**src/rtl/mole_spawner_if.sv**
```systemverilog
// mole_spawner_if: handshake bundle between mole_spawner and the whack-a-mole game FSM
// Toward the spawner : level, ready_for_mole, timeout_start, switches (raw, asynchronous)
// From the spawner   : rng_ready, timeout, switchx, wrong_hit, mole_leds, mole_idx
// Modports: slave = mole_spawner side, master = game FSM / environment side
interface mole_spawner_if #(
    parameter int NUM_MOLES = 8
);
    localparam int IW = $clog2(NUM_MOLES);
    logic [1:0]           level;
    logic                 ready_for_mole;
    logic                 timeout_start;
    logic [NUM_MOLES-1:0] switches;
    logic                 rng_ready;
    logic                 timeout;
    logic                 switchx;
    logic                 wrong_hit;
    logic [NUM_MOLES-1:0] mole_leds;
    logic [IW-1:0]        mole_idx;
    modport slave (
        input  level, ready_for_mole, timeout_start, switches,
        output rng_ready, timeout, switchx, wrong_hit, mole_leds, mole_idx
    );
    modport master (
        output level, ready_for_mole, timeout_start, switches,
        input  rng_ready, timeout, switchx, wrong_hit, mole_leds, mole_idx
    );
endinterface

```
**src/rtl/mole_spawner.sv**
```systemverilog
// mole_spawner: picks a pseudo-random mole, lights its LED, times the hit window and turns the lit switch into a hit pulse
// Ports: clk    - system clock
//        reset  - asynchronous active-high reset
//        bus    - mole_spawner_if.slave (level, ready_for_mole, timeout_start, switches in;
//                 rng_ready, timeout, switchx, wrong_hit, mole_leds, mole_idx out)
// Option: define MOLE_NO_REPEAT_EN to forbid the same mole being picked twice in a row
module mole_spawner #(
    parameter int          NUM_MOLES   = 8,
    parameter int          WINDOW_EASY = 150_000_000,
    parameter int          WINDOW_MED  = 100_000_000,
    parameter int          WINDOW_HARD = 50_000_000,
    parameter logic [15:0] LFSR_SEED   = 16'hACE1
) (
    input logic           clk,
    input logic           reset,
    mole_spawner_if.slave bus
);
    localparam int IW   = $clog2(NUM_MOLES);
    localparam int WMAX = (WINDOW_EASY > WINDOW_MED)
                        ? ((WINDOW_EASY > WINDOW_HARD) ? WINDOW_EASY : WINDOW_HARD)
                        : ((WINDOW_MED > WINDOW_HARD) ? WINDOW_MED : WINDOW_HARD);
    localparam int CW   = $clog2(WMAX + 1);

    typedef enum logic [2:0] {IDLE, PICK, PRESENT, ARMED, DONE} state_t;

    state_t               state_q, state_d;
    logic [15:0]          lfsr_q, lfsr_d;
    logic [CW-1:0]        cnt_q, cnt_d;
    logic [IW-1:0]        idx_q, idx_d;
    logic                 hit_q, hit_d;
    logic [NUM_MOLES-1:0] sync1_q, sync2_q, prev_q, edge_q;
    logic [IW-1:0]        cand, pick;
    logic [NUM_MOLES-1:0] lit;
    logic [CW-1:0]        win;
    logic                 hit, present, armed;

    assign cand    = lfsr_q[IW-1:0];
    assign lit     = NUM_MOLES'(1) << idx_q;
    assign hit     = edge_q[idx_q];
    assign present = state_q == PRESENT;
    assign armed   = state_q == ARMED;
    assign win     = bus.level == 2'd0 ? CW'(WINDOW_EASY)
                   : bus.level == 2'd1 ? CW'(WINDOW_MED) : CW'(WINDOW_HARD);

`ifdef MOLE_NO_REPEAT_EN
    logic          last_valid_q;
    logic [IW-1:0] last_idx_q;
    // NUM_MOLES is a power of two, so IW-bit wraparound is the mod
    assign pick = (last_valid_q && cand == last_idx_q) ? IW'(cand + 1'b1) : cand;
    always_ff @(posedge clk or posedge reset) begin
        if (reset) begin
            last_valid_q <= 1'b0;
            last_idx_q   <= '0;
        end else if (state_q == PICK) begin
            last_valid_q <= 1'b1;
            last_idx_q   <= pick;
        end
    end
`else
    assign pick = cand;
`endif

    always_ff @(posedge clk or posedge reset) begin
        if (reset) state_q <= IDLE;
        else       state_q <= state_d;
    end

    always_comb begin
        state_d = state_q;
        case (state_q)
            IDLE:    if (bus.ready_for_mole) state_d = PICK;
            PICK:    state_d = PRESENT;
            PRESENT: if (bus.timeout_start) state_d = ARMED;
                     else if (!bus.ready_for_mole) state_d = IDLE;
            ARMED:   if (hit || cnt_q == '0) state_d = DONE;
                     else if (!bus.timeout_start) state_d = IDLE;
            DONE:    if (!bus.timeout_start) state_d = IDLE;
            default: state_d = IDLE;
        endcase
    end

    // A hit landing on the counter-zero cycle still reports the window as open
    always_comb begin
        bus.rng_ready = present || armed;
        bus.mole_leds = (present || armed) ? lit : '0;
        bus.timeout   = present || (armed && (cnt_q != '0 || hit)) || (state_q == DONE && hit_q);
        bus.switchx   = armed && hit;
        bus.wrong_hit = armed && |(edge_q & ~lit);
        bus.mole_idx  = idx_q;
    end

    // hit_q remembers how ARMED ended so DONE keeps timeout low only after an expiry
    always_comb begin
        lfsr_d = lfsr_q[0] ? (lfsr_q >> 1) ^ 16'hB400 : lfsr_q >> 1;
        cnt_d  = state_q == PICK ? win : (armed && cnt_q != '0) ? cnt_q - 1'b1 : cnt_q;
        idx_d  = state_q == PICK ? pick : idx_q;
        hit_d  = armed ? hit : hit_q;
    end

    always_ff @(posedge clk or posedge reset) begin
        if (reset) begin
            lfsr_q  <= LFSR_SEED;
            cnt_q   <= '0;
            idx_q   <= '0;
            hit_q   <= 1'b0;
            sync1_q <= '0;
            sync2_q <= '0;
            prev_q  <= '0;
            edge_q  <= '0;
        end else begin
            lfsr_q  <= lfsr_d;
            cnt_q   <= cnt_d;
            idx_q   <= idx_d;
            hit_q   <= hit_d;
            sync1_q <= bus.switches;
            sync2_q <= sync1_q;
            prev_q  <= sync2_q;
            edge_q  <= sync2_q & ~prev_q;
        end
    end
endmodule
```
**src/flat_wrapper.sv**
```systemverilog
// flat-port wrapper written by rule: the top's interface ports become plain ports
module mole_spawner_flat 
#(
    parameter int          NUM_MOLES   = 8,
    parameter int          WINDOW_EASY = 150_000_000,
    parameter int          WINDOW_MED  = 100_000_000,
    parameter int          WINDOW_HARD = 50_000_000,
    parameter logic [15:0] LFSR_SEED   = 16'hACE1
)
  (clk, reset, bus_level, bus_ready_for_mole, bus_timeout_start, bus_switches, bus_rng_ready, bus_timeout, bus_switchx, bus_wrong_hit, bus_mole_leds, bus_mole_idx);
  mole_spawner_if #(.NUM_MOLES(NUM_MOLES)) bus_i ();
  input logic clk;
  input logic reset;
  input wire logic [$bits(bus_i.level)-1:0] bus_level;
  input wire logic [$bits(bus_i.ready_for_mole)-1:0] bus_ready_for_mole;
  input wire logic [$bits(bus_i.timeout_start)-1:0] bus_timeout_start;
  input wire logic [$bits(bus_i.switches)-1:0] bus_switches;
  output wire logic [$bits(bus_i.rng_ready)-1:0] bus_rng_ready;
  output wire logic [$bits(bus_i.timeout)-1:0] bus_timeout;
  output wire logic [$bits(bus_i.switchx)-1:0] bus_switchx;
  output wire logic [$bits(bus_i.wrong_hit)-1:0] bus_wrong_hit;
  output wire logic [$bits(bus_i.mole_leds)-1:0] bus_mole_leds;
  output wire logic [$bits(bus_i.mole_idx)-1:0] bus_mole_idx;
  assign bus_i.level = bus_level;
  assign bus_i.ready_for_mole = bus_ready_for_mole;
  assign bus_i.timeout_start = bus_timeout_start;
  assign bus_i.switches = bus_switches;
  assign bus_rng_ready = bus_i.rng_ready;
  assign bus_timeout = bus_i.timeout;
  assign bus_switchx = bus_i.switchx;
  assign bus_wrong_hit = bus_i.wrong_hit;
  assign bus_mole_leds = bus_i.mole_leds;
  assign bus_mole_idx = bus_i.mole_idx;
  mole_spawner #(.NUM_MOLES(NUM_MOLES), .WINDOW_EASY(WINDOW_EASY), .WINDOW_MED(WINDOW_MED), .WINDOW_HARD(WINDOW_HARD), .LFSR_SEED(LFSR_SEED)) u_core (.clk(clk), .reset(reset), .bus(bus_i));
endmodule
```
**config.mk**
```make
export PLATFORM = sky130hd
export DESIGN_NAME = mole_spawner_flat
export DESIGN_NICKNAME = d
export VERILOG_FILES = /design/src/rtl/mole_spawner_if.sv /design/src/rtl/mole_spawner.sv /design/src/flat_wrapper.sv
export SDC_FILE = /design/constraint.sdc
export NUM_CORES = 1
export LEC_CHECK = 0
export CORE_ASPECT_RATIO = 0.9
export CORE_MARGIN = 3
export CORE_UTILIZATION = 54
export CTS_BUF_LIST = sky130_fd_sc_hd__clkbuf_4
export CTS_CLUSTER_DIAMETER = 50
export DETAILED_ROUTE_END_ITERATION = 16
export PLACE_DENSITY = 0.75
export SETUP_SLACK_MARGIN = 0.02
export SLEW_MARGIN = 20
export SYNTH_ARGS = -nofsm -noshare
export SYNTH_HDL_FRONTEND = slang
export SYNTH_SLANG_ARGS = --single-unit
```
**constraint.sdc**
```tcl
create_clock -name clk -period 5.6 [get_ports clk]
set_clock_uncertainty 0.15 [all_clocks]
set_input_delay 1.12 -clock clk [delete_from_list [all_inputs] [get_ports clk]]
set_output_delay 1.12 -clock clk [all_outputs]
set_load 0.02 [all_outputs]
```
; ---- After elaboration in Yosys (flattened, before gate mapping)
; Cells that the tools add are included.
[word_totals]
register_bits = 83
input_bits = 14
output_inout_bits = 15
word_cells = 55
[classes]
addsub = 1
magnitude_cmp = 1
n_eq_ne = 7
shifts = 1
muxes = 14
bitwise = 5
reduce_logical = 17
[ops]
columns = cell, n
row1 = 28-bit two-way mux, 3
row2 = 28-bit logical NOT, 1
row3 = 28-bit nonzero test, 1
row4 = 28-bit by 1-bit subtractor with 28-bit output (second input constant), 1
row5 = 27-bit two-way mux, 1
row6 = 8-bit bitwise AND, 2
row7 = 16-bit two-way mux, 1
row8 = 8-bit inverter, 2
row9 = 3-bit two-way mux, 5
row10 = 3-bit case mux with 5 select lines, 1
row11 = 8-bit two-way mux, 1
row12 = 8-bit OR reduction, 1
row13 = 1-bit by 3-bit left shift with 8-bit output (first input constant), 1
row14 = 3-bit by 2-bit equality test with 1-bit output (second input constant), 2
row15 = 1-bit logical AND, 5
row16 = 1-bit logical OR, 5
row17 = 3-bit by 4-bit < comparator with 1-bit output (second input constant), 1
row18 = 3-bit inverter with 4-bit output, 1
row19 = 1-bit binary-select mux with 3-bit select, 1
row20 = 3-bit by 1-bit equality test with 1-bit output (second input constant), 1
row21 = 3-bit equality test (second input constant), 1
row22 = 3-bit logical NOT, 1
row23 = 3-bit != test (second input constant), 1
row24 = 2-bit by 1-bit equality test with 1-bit output (second input constant), 1
row25 = other kinds (5), 5

; ---- Depth between registers and ports, before layout
; Gate-level depths: netlist of the first run.
[depth]
word_depth = 6
depth_mapped = 8
depth_no_buf = 6

; ---- Worst setup path before layout of the first run
; No wires, ideal clock.
[synth_path]
path_kind = register to output
from = register u_core.cnt_q[8]
to = output bus_timeout
arrival_time_ns = 2.075
required_time_ns = 4.330
setup_slack_ns = 2.255
stages_incl_launch_ff = 7
n_path_buf = 1
path_cell_list = dfrtp_1 or3_1 nor4_1 clkbuf_1 nand4_1 o21ai_0 o21ai_0
[synth_between]
elab_chain_len = 5
[synth_lines]
columns = item, line_no
row1 = from (decl), mole_spawner.sv:28  ; logic [CW-1:0] cnt_q, cnt_d;
row2 = from (signal assigned), mole_spawner.sv:112  ; cnt_q <= cnt_d;
row3 = 28-bit nonzero test, mole_spawner.sv:86  ; bus.timeout = present || (armed && (cnt_q != '0 || hit)) || (state_q == DONE && hit_q);
row4 = 1-bit logical OR, mole_spawner.sv:86
row5 = 1-bit logical AND, mole_spawner.sv:86
row6 = 1-bit logical OR (2 in a row), mole_spawner.sv:86
row7 = to (decl), flat_wrapper.sv:19  ; output wire logic [$bits(bus_i.timeout)-1:0] bus_timeout;
; No other way between the ends.

; ---- Final worst setup path of the first run
[layout_path]
from = register u_core.cnt_q[19]
to = output bus_timeout
; Same word-level chain as after synthesis.

==> flow_summary.ini, run 1 <==
[run_status]
outcome = completed

[critical_path]
crit_chain = or4_1, nor2_1, nand4_1, o21ai_0, o21ai_0, clkdlybuf4s50_1
r2r-start = u_core.state_q[1]$_DFFE_PP0P_
reg2regPathDepth = 5
path_common_cell = o21ai_0
crit_arrival_ns = 3.11
cp-end-kind = output pin
regToRegSetupSlack_ns = 2.52
required_ns = 4.33
rr_endpoint = u_core.cnt_q[16]$_DFFE_PP0P_
cp_slowest_cell = or4_1
worst-path-buf-inv = 1
slowest_delay_ns = 0.67
crit_type = reg -> out
crit_fanout = 8
start_kind = flip-flop
cp_top_family = simple AND/OR/NAND/NOR gates

[sta]
worstMarginPinSlew_ns = 0.932
fin_tns_setup_ns = 0
hold_viol = 0
clock.fmax_ghz = 0.228
slew_headroom = 0.378
slew_viol_final = 0
period_needed_ns = 4.38
finalCritPeriodShare = 0.783
setup_viol = 0
rsz0062_at_grt = no

[worst_hold_path]
holdCritPathClass = reg -> reg
hold_path_depth = 0
holdCritStartpoint = u_core.lfsr_q[7]$_DFF_PP1_
hold_path_end = u_core.lfsr_q[6]$_DFF_PP1_

[global_routing]
grt_pass1_wl_microns = 13100
grt_start_max_net_pins = 56
met2_usage = 0.318
grt_busiest_layer = met2
grt_usage = 0.217
grtUsageMet3 = 0.0640
grt_overflow_total = 0
grt_pass1_vias = 2703
grt_util_met1 = 0.312
antenna_found_initial = 0

[final_layout]
drive_gt1_frac = 0.139
finalInstanceArea_sq_mm = 0.00412
antenna_cells = 0
syn_to_final_growth_pct = 14.2
nNetsFinal = 369

[yosys]
ys_types = 56
yosysSeqAreaShare = 0.579
netlist_instances = 324
yosys.area.top_type = dfrtp_1
synth_fp_nets = 339
yosys_warnings = 0
synth_area_sq_mm = 0.00360
synth_edf_count = 0
ys.flop_type = dfrtp_1
netlist.area_leader.share = 0.521
synthArstFlopShare = 1.00
synthTopCellsByCount = 75 x dfrtp_1, 29 x nor2_1, 16 x nand2_1, 16 x o21ai_0
syn_area_per_cell_sq_um = 11.1
synthTopCellsByArea = dfrtp_1 52%, dfstp_2 5.8%, nor2_1 3.0%
synth-seq-cells = 83
synth_most_common_cell = dfrtp_1

[clock_network]
hold_buffers = 0
clkLatencyLatePin_ns = 0.45
cts_max_path_buffers = 2
ctsResizeCount = 0
clkTransAtPathRegs_ns = 0.15
cts.sinks = 83
root_buffer = clkbuf_4
cts_setup_buffers = 0
cts_max_level = 3
cts_tree = done
numCtsBuffers = 9

[routing]
avgViaCountPerCell = 5.99
ant_nets = 0
drc = 0
via_count = 2673
drt_iter0_markers = 245
wl_per_cell_microns = 17.0
wirelength_microns = 7580
dr.pass1.iters = 4

[power_and_ir_drop]
vdd_drop_max_mv = 0.207
power_per_cell_area_mw_per_mm2 = 387
leakagePower_nw = 1.65

[floorplanning]
fp.dieH_microns = 83.5
die_w_microns = 92.1
coreArea_sq_mm = 0.00628
core.rowCount = 27
dieArea_sq_mm = 0.00769
start_util = 0.573
io_pins = 29

[place]
dp_hpwl_microns = 5200
dpl-instance-area_sq_mm = 0.00397
place_congestion = 0.886
io_buffers = 28

[flow_run]
cap_violations = 0
==> how the worst max path moves through the flow <==
stage / end / cells past startpoint / startpoint
after detailed placement: bus_timeout / 6 / u_core.cnt_q[14]$_DFFE_PP0P_
final: bus_timeout / 6 / u_core.cnt_q[19]$_DFFE_PP0P_
after CTS: bus_timeout / 6 / u_core.cnt_q[19]$_DFFE_PP0P_
after global routing: bus_timeout / 6 / u_core.cnt_q[4]$_DFFE_PP0P_
after floorplan: u_core.bus.mole_idx[0]$_DFFE_PP0P_ / 1 / reset
after global placement: bus_timeout / 7 / u_core.cnt_q[8]$_DFFE_PP0P_
==> cell usage in the layout (no fill, tap or decap), types with 7 or more instances in the layout <==
cell	instances
clkdlybuf4s50_1	28
dfrtp_1	75
dfstp_2	8
or3_1	7
clkbuf_4	9
nor3_1	12
or4_1	9
nand2_1	16
nand3_1	13
nor2b_1	9
nor2_1	29
o21ai_0	16
a21oi_1	13
or2_2	7
==> worst register-to-register path, stage by stage, from the launching register on <==
cell	delay [ns]
dfrtp_1	0.54
or3b_2	0.77
nor3b_1	0.79
nor2_1	0.31
a311oi_1	0.29
o31a_1	0.18
==> final cells by class <==
cell class                 count  area, sq um
clock inverter                 7         76.3
clock buffer                   9         67.6
multi-input combinational    222         1440
fill                         528         2170
timing repair buffer          32          310
sequential                    83         2090
inverter                       6         23.8
tap                           87          109
==> state kept, by name, summed over array words and instances, names as in the netlist <==
| name | count |
|---|---|
| u_core.lfsr_q | 16 |
| u_core.edge_q | 8 |
| u_core.sync2_q | 8 |
| u_core.hit_q | 1 |
| u_core.cnt_q | 28 |
| u_core.sync1_q | 8 |
| u_core.bus.mole_idx | 3 |
| u_core.state_q | 3 |
| u_core.prev_q | 8 |
==> cell families (layout without fill, tap and decap cells) <==
family | count (synthesis) | after routing | synth area share
compound gates | 68 | 68 | 0.133
xor+xnor | 5 | 5 | 0.0122
fa+ha+maj | 1 | 1 | 0.00347
buf+inv | 19 | 54 | 0.0205
flops | 83 | 83 | 0.579
mux | 10 | 10 | 0.0358
simple gates | 138 | 138 | 0.216
==> power breakdown <==
group | switching (mW) | leakage, nW | internal (mW) | total, mW
clock | 0.237 | 0.0792 | 0.107 | 0.344
combinational | 0.298 | 0.572 | 0.187 | 0.485
sequential | 0.0845 | 1.00 | 0.678 | 0.762
==> layer usage <==
layer	routed length, microns	vias up
met5	0	-
met4	79	0
met3	324	7
met2	3540	56
met1	3640	1337
li1	-	1273
==> metrics by stage <==
step           power, mW  utilization  setup slack (ns)  hold slack (ns)  std cells
3_3_place_gp        1.24        0.632              1.81            0.184        430
2_1_floorplan       1.10            -              2.21            0.181        324
6_report            1.59        0.655              1.22            0.213        446
4_1_cts             1.60        0.655              1.24            0.219        446
3_5_place_dp        1.25        0.632              1.77            0.186        430
5_1_grt             1.70        0.655             0.939            0.215        446
No activity file was read; power rests on OpenSTA's default activity.
==> run 2, diff against run 1 <==
Clock period 5.6 ns to 4.05 ns, I/O delays scaled along.
==> run 2 against run 1 <==
  * Count of clock-buffer cells in the layout stayed put
  * Largest power group unchanged
  * Sequential power grew 38%
  * Critical path type unchanged
  * Via count up 2.4%
  * Hold slack worse by 0.0079 ns
  * Sequential share of layout area shrank 0.38 points
  * Total power grew 40%
==> flow_summary.ini, run 2 (synthesis gave the netlist of run 1 again) <==
[run_status]
outcome = completed

[clock_network]
cts.sinks = 83
clkLatencyLatePin_ns = 0.45
numCtsBuffers = 9
cts_tree = done
root_buffer = clkbuf_4
cts_max_level = 3
clkTransAtPathRegs_ns = 0.15
cts_max_path_buffers = 2

[flow_run]
cap_violations = 0

[place]
io_buffers = 28
place_inst = 433
dp_hpwl_microns = 5410
place_congestion = 0.907

[critical_path]
cp_slowest_cell = or4_4
cp_top_family = simple AND/OR/NAND/NOR gates
start_kind = flip-flop
crit_type = reg -> out
path_common_cell = o21ai_0
required_ns = 3.09
slowest_delay_ns = 0.58
worst-path-buf-inv = 1
cp-end-kind = output pin
crit_arrival_ns = 2.92
regToRegSetupSlack_ns = 1.03
crit_chain = or4_4, nor3_1, nand4_1, o21ai_0, o21ai_0, clkdlybuf4s50_1
crit_fanout = 8

[global_routing]
grt_start_max_net_pins = 55
grt_pass1_vias = 2725
grt_util_met1 = 0.291
grt_busiest_layer = met2
grtUsageMet3 = 0.0703
grt_usage = 0.218
met2_usage = 0.345
grt_pass1_wl_microns = 13200
antenna_found_initial = 0
grt_overflow_total = 0

[floorplanning]
die_w_microns = 92.1
dieArea_sq_mm = 0.00769
io_pins = 29
fp.dieH_microns = 83.5
core.rowCount = 27
coreArea_sq_mm = 0.00628
start_util = 0.573

[power_and_ir_drop]
leakagePower_nw = 1.67
p_comb_frac = 0.315
swShare = 0.390
vdd_drop_max_mv = 0.282
p_switching_uw = 869
power_frac_seq = 0.473
p_int_mw = 1.36
clkPwrFrac = 0.212
power_per_cell_area_mw_per_mm2 = 537

[routing]
wirelength_microns = 7750
wl_per_cell_microns = 17.2
via_count = 2738
drt_iter0_markers = 183
dr.pass1.iters = 5
avgViaCountPerCell = 6.08
drc = 0
ant_nets = 0

[final_layout]
antenna_cells = 0
largest-register = u_core.cnt_q
nNetsFinal = 373
drive_gt1_frac = 0.152
largest_register_ffs = 28
final_cell_mix = 75 x dfrtp_1, 28 x nor2_1, 28 x clkdlybuf4s50_1
stdcell_count = 450
syn_to_final_growth_pct = 15.1
top_regs = u_core.cnt_q x28, u_core.lfsr_q x16
final_common_cell = dfrtp_1

[sta]
setup_viol = 0
period_needed_ns = 3.88
hold_viol = 0
finalCritPeriodShare = 0.957
slew_viol_final = 0
rsz0062_at_grt = no
worstMarginPinSlew_ns = 0.852
clock.fmax_ghz = 0.258
fin_tns_setup_ns = 0
slew_headroom = 0.431

[worst_hold_path]
holdCritPathClass = reg -> reg
-- run 2: cell types whose count changed in the layout (fill, tap and decap cells not counted) --
| cell | delta |
|---|---|
| buf_4 | +4 |
| clkinv_4 | -2 |
| nor2_2 | +1 |
| nor2_1 | -1 |
| inv_6 | +1 |
| clkinvlp_4 | +1 |
-- run 2: power by group through the flow --
stage	logic, mW	clock network, mW	registers (mW)
after detailed placement	0.695	0	1.06
after global placement	0.675	0	1.06
after CTS	0.699	0.484	1.05
final	0.702	0.471	1.05
after global routing	0.781	0.525	1.07
after floorplan	0.490	0	1.02
-- run 2: final cells by class --
cell class	instances	area, sq um
well taps	87	109
clock buffers	9	67.6
inverters	6	23.8
flip-flops and latches	83	2090
fillers	513	2140
repair buffers	36	340
multi-input cells	222	1450
clock inverters	7	75.1
-- run 2: worst paths after layout --
path                                               startpoint                            end  depth (start not counted)
worst min register to register     u_core.lfsr_q[3]$_DFF_PP0_     u_core.lfsr_q[2]$_DFF_PP0_                          0
min in group asynchronous                               reset     u_core.prev_q[3]$_DFF_PP0_                          2
worst max-delay path             u_core.cnt_q[14]$_DFFE_PP0P_                    bus_timeout                          6
max in group asynchronous                               reset  u_core.state_q[1]$_DFFE_PP0P_                          3
worst min-delay path               u_core.lfsr_q[3]$_DFF_PP0_     u_core.lfsr_q[2]$_DFF_PP0_                          0
worst max register to register  u_core.state_q[1]$_DFFE_PP0P_   u_core.cnt_q[16]$_DFFE_PP0P_                          5
-- run 2: what timing repair did --
item	4_1_cts	5_1_grt
setup endpoints to repair	1	1
setup buffers	1	0
hold buffers	0	0
pin swaps	1	0
endpoints found under the hold margin	0	0
gates resized for setup	0	1
-- run 2: through the flow --
stage,power [mW],hold slack [ns],utilization,instance area (sq um),setup WS [ns]
after floorplan,1.51,0.181,-,3600,0.966
after global placement,1.73,0.184,0.636,4000,0.541
after detailed placement,1.76,0.186,0.636,4000,0.474
after CTS,2.23,0.218,0.660,4150,0.171
after global routing,2.38,0.226,0.660,4150,0.0295
final,2.23,0.205,0.660,4150,0.175
-- run 2: metal layers --
layer / vias to the layer above / part of all wire
met4: 0 / 0.010
met1: 1355 / 0.45
met5: - / 0
met3: 10 / 0.061
li1: 1278 / -
met2: 95 / 0.48
-- run 2: worst register-to-register path, stage by stage (launching register included) --
cell and delay (ns):
dfrtp_1 0.54, or3b_2 0.77, nor3b_1 0.76, nor2_1 0.32, a311oi_1 0.28, o31a_1 0.17
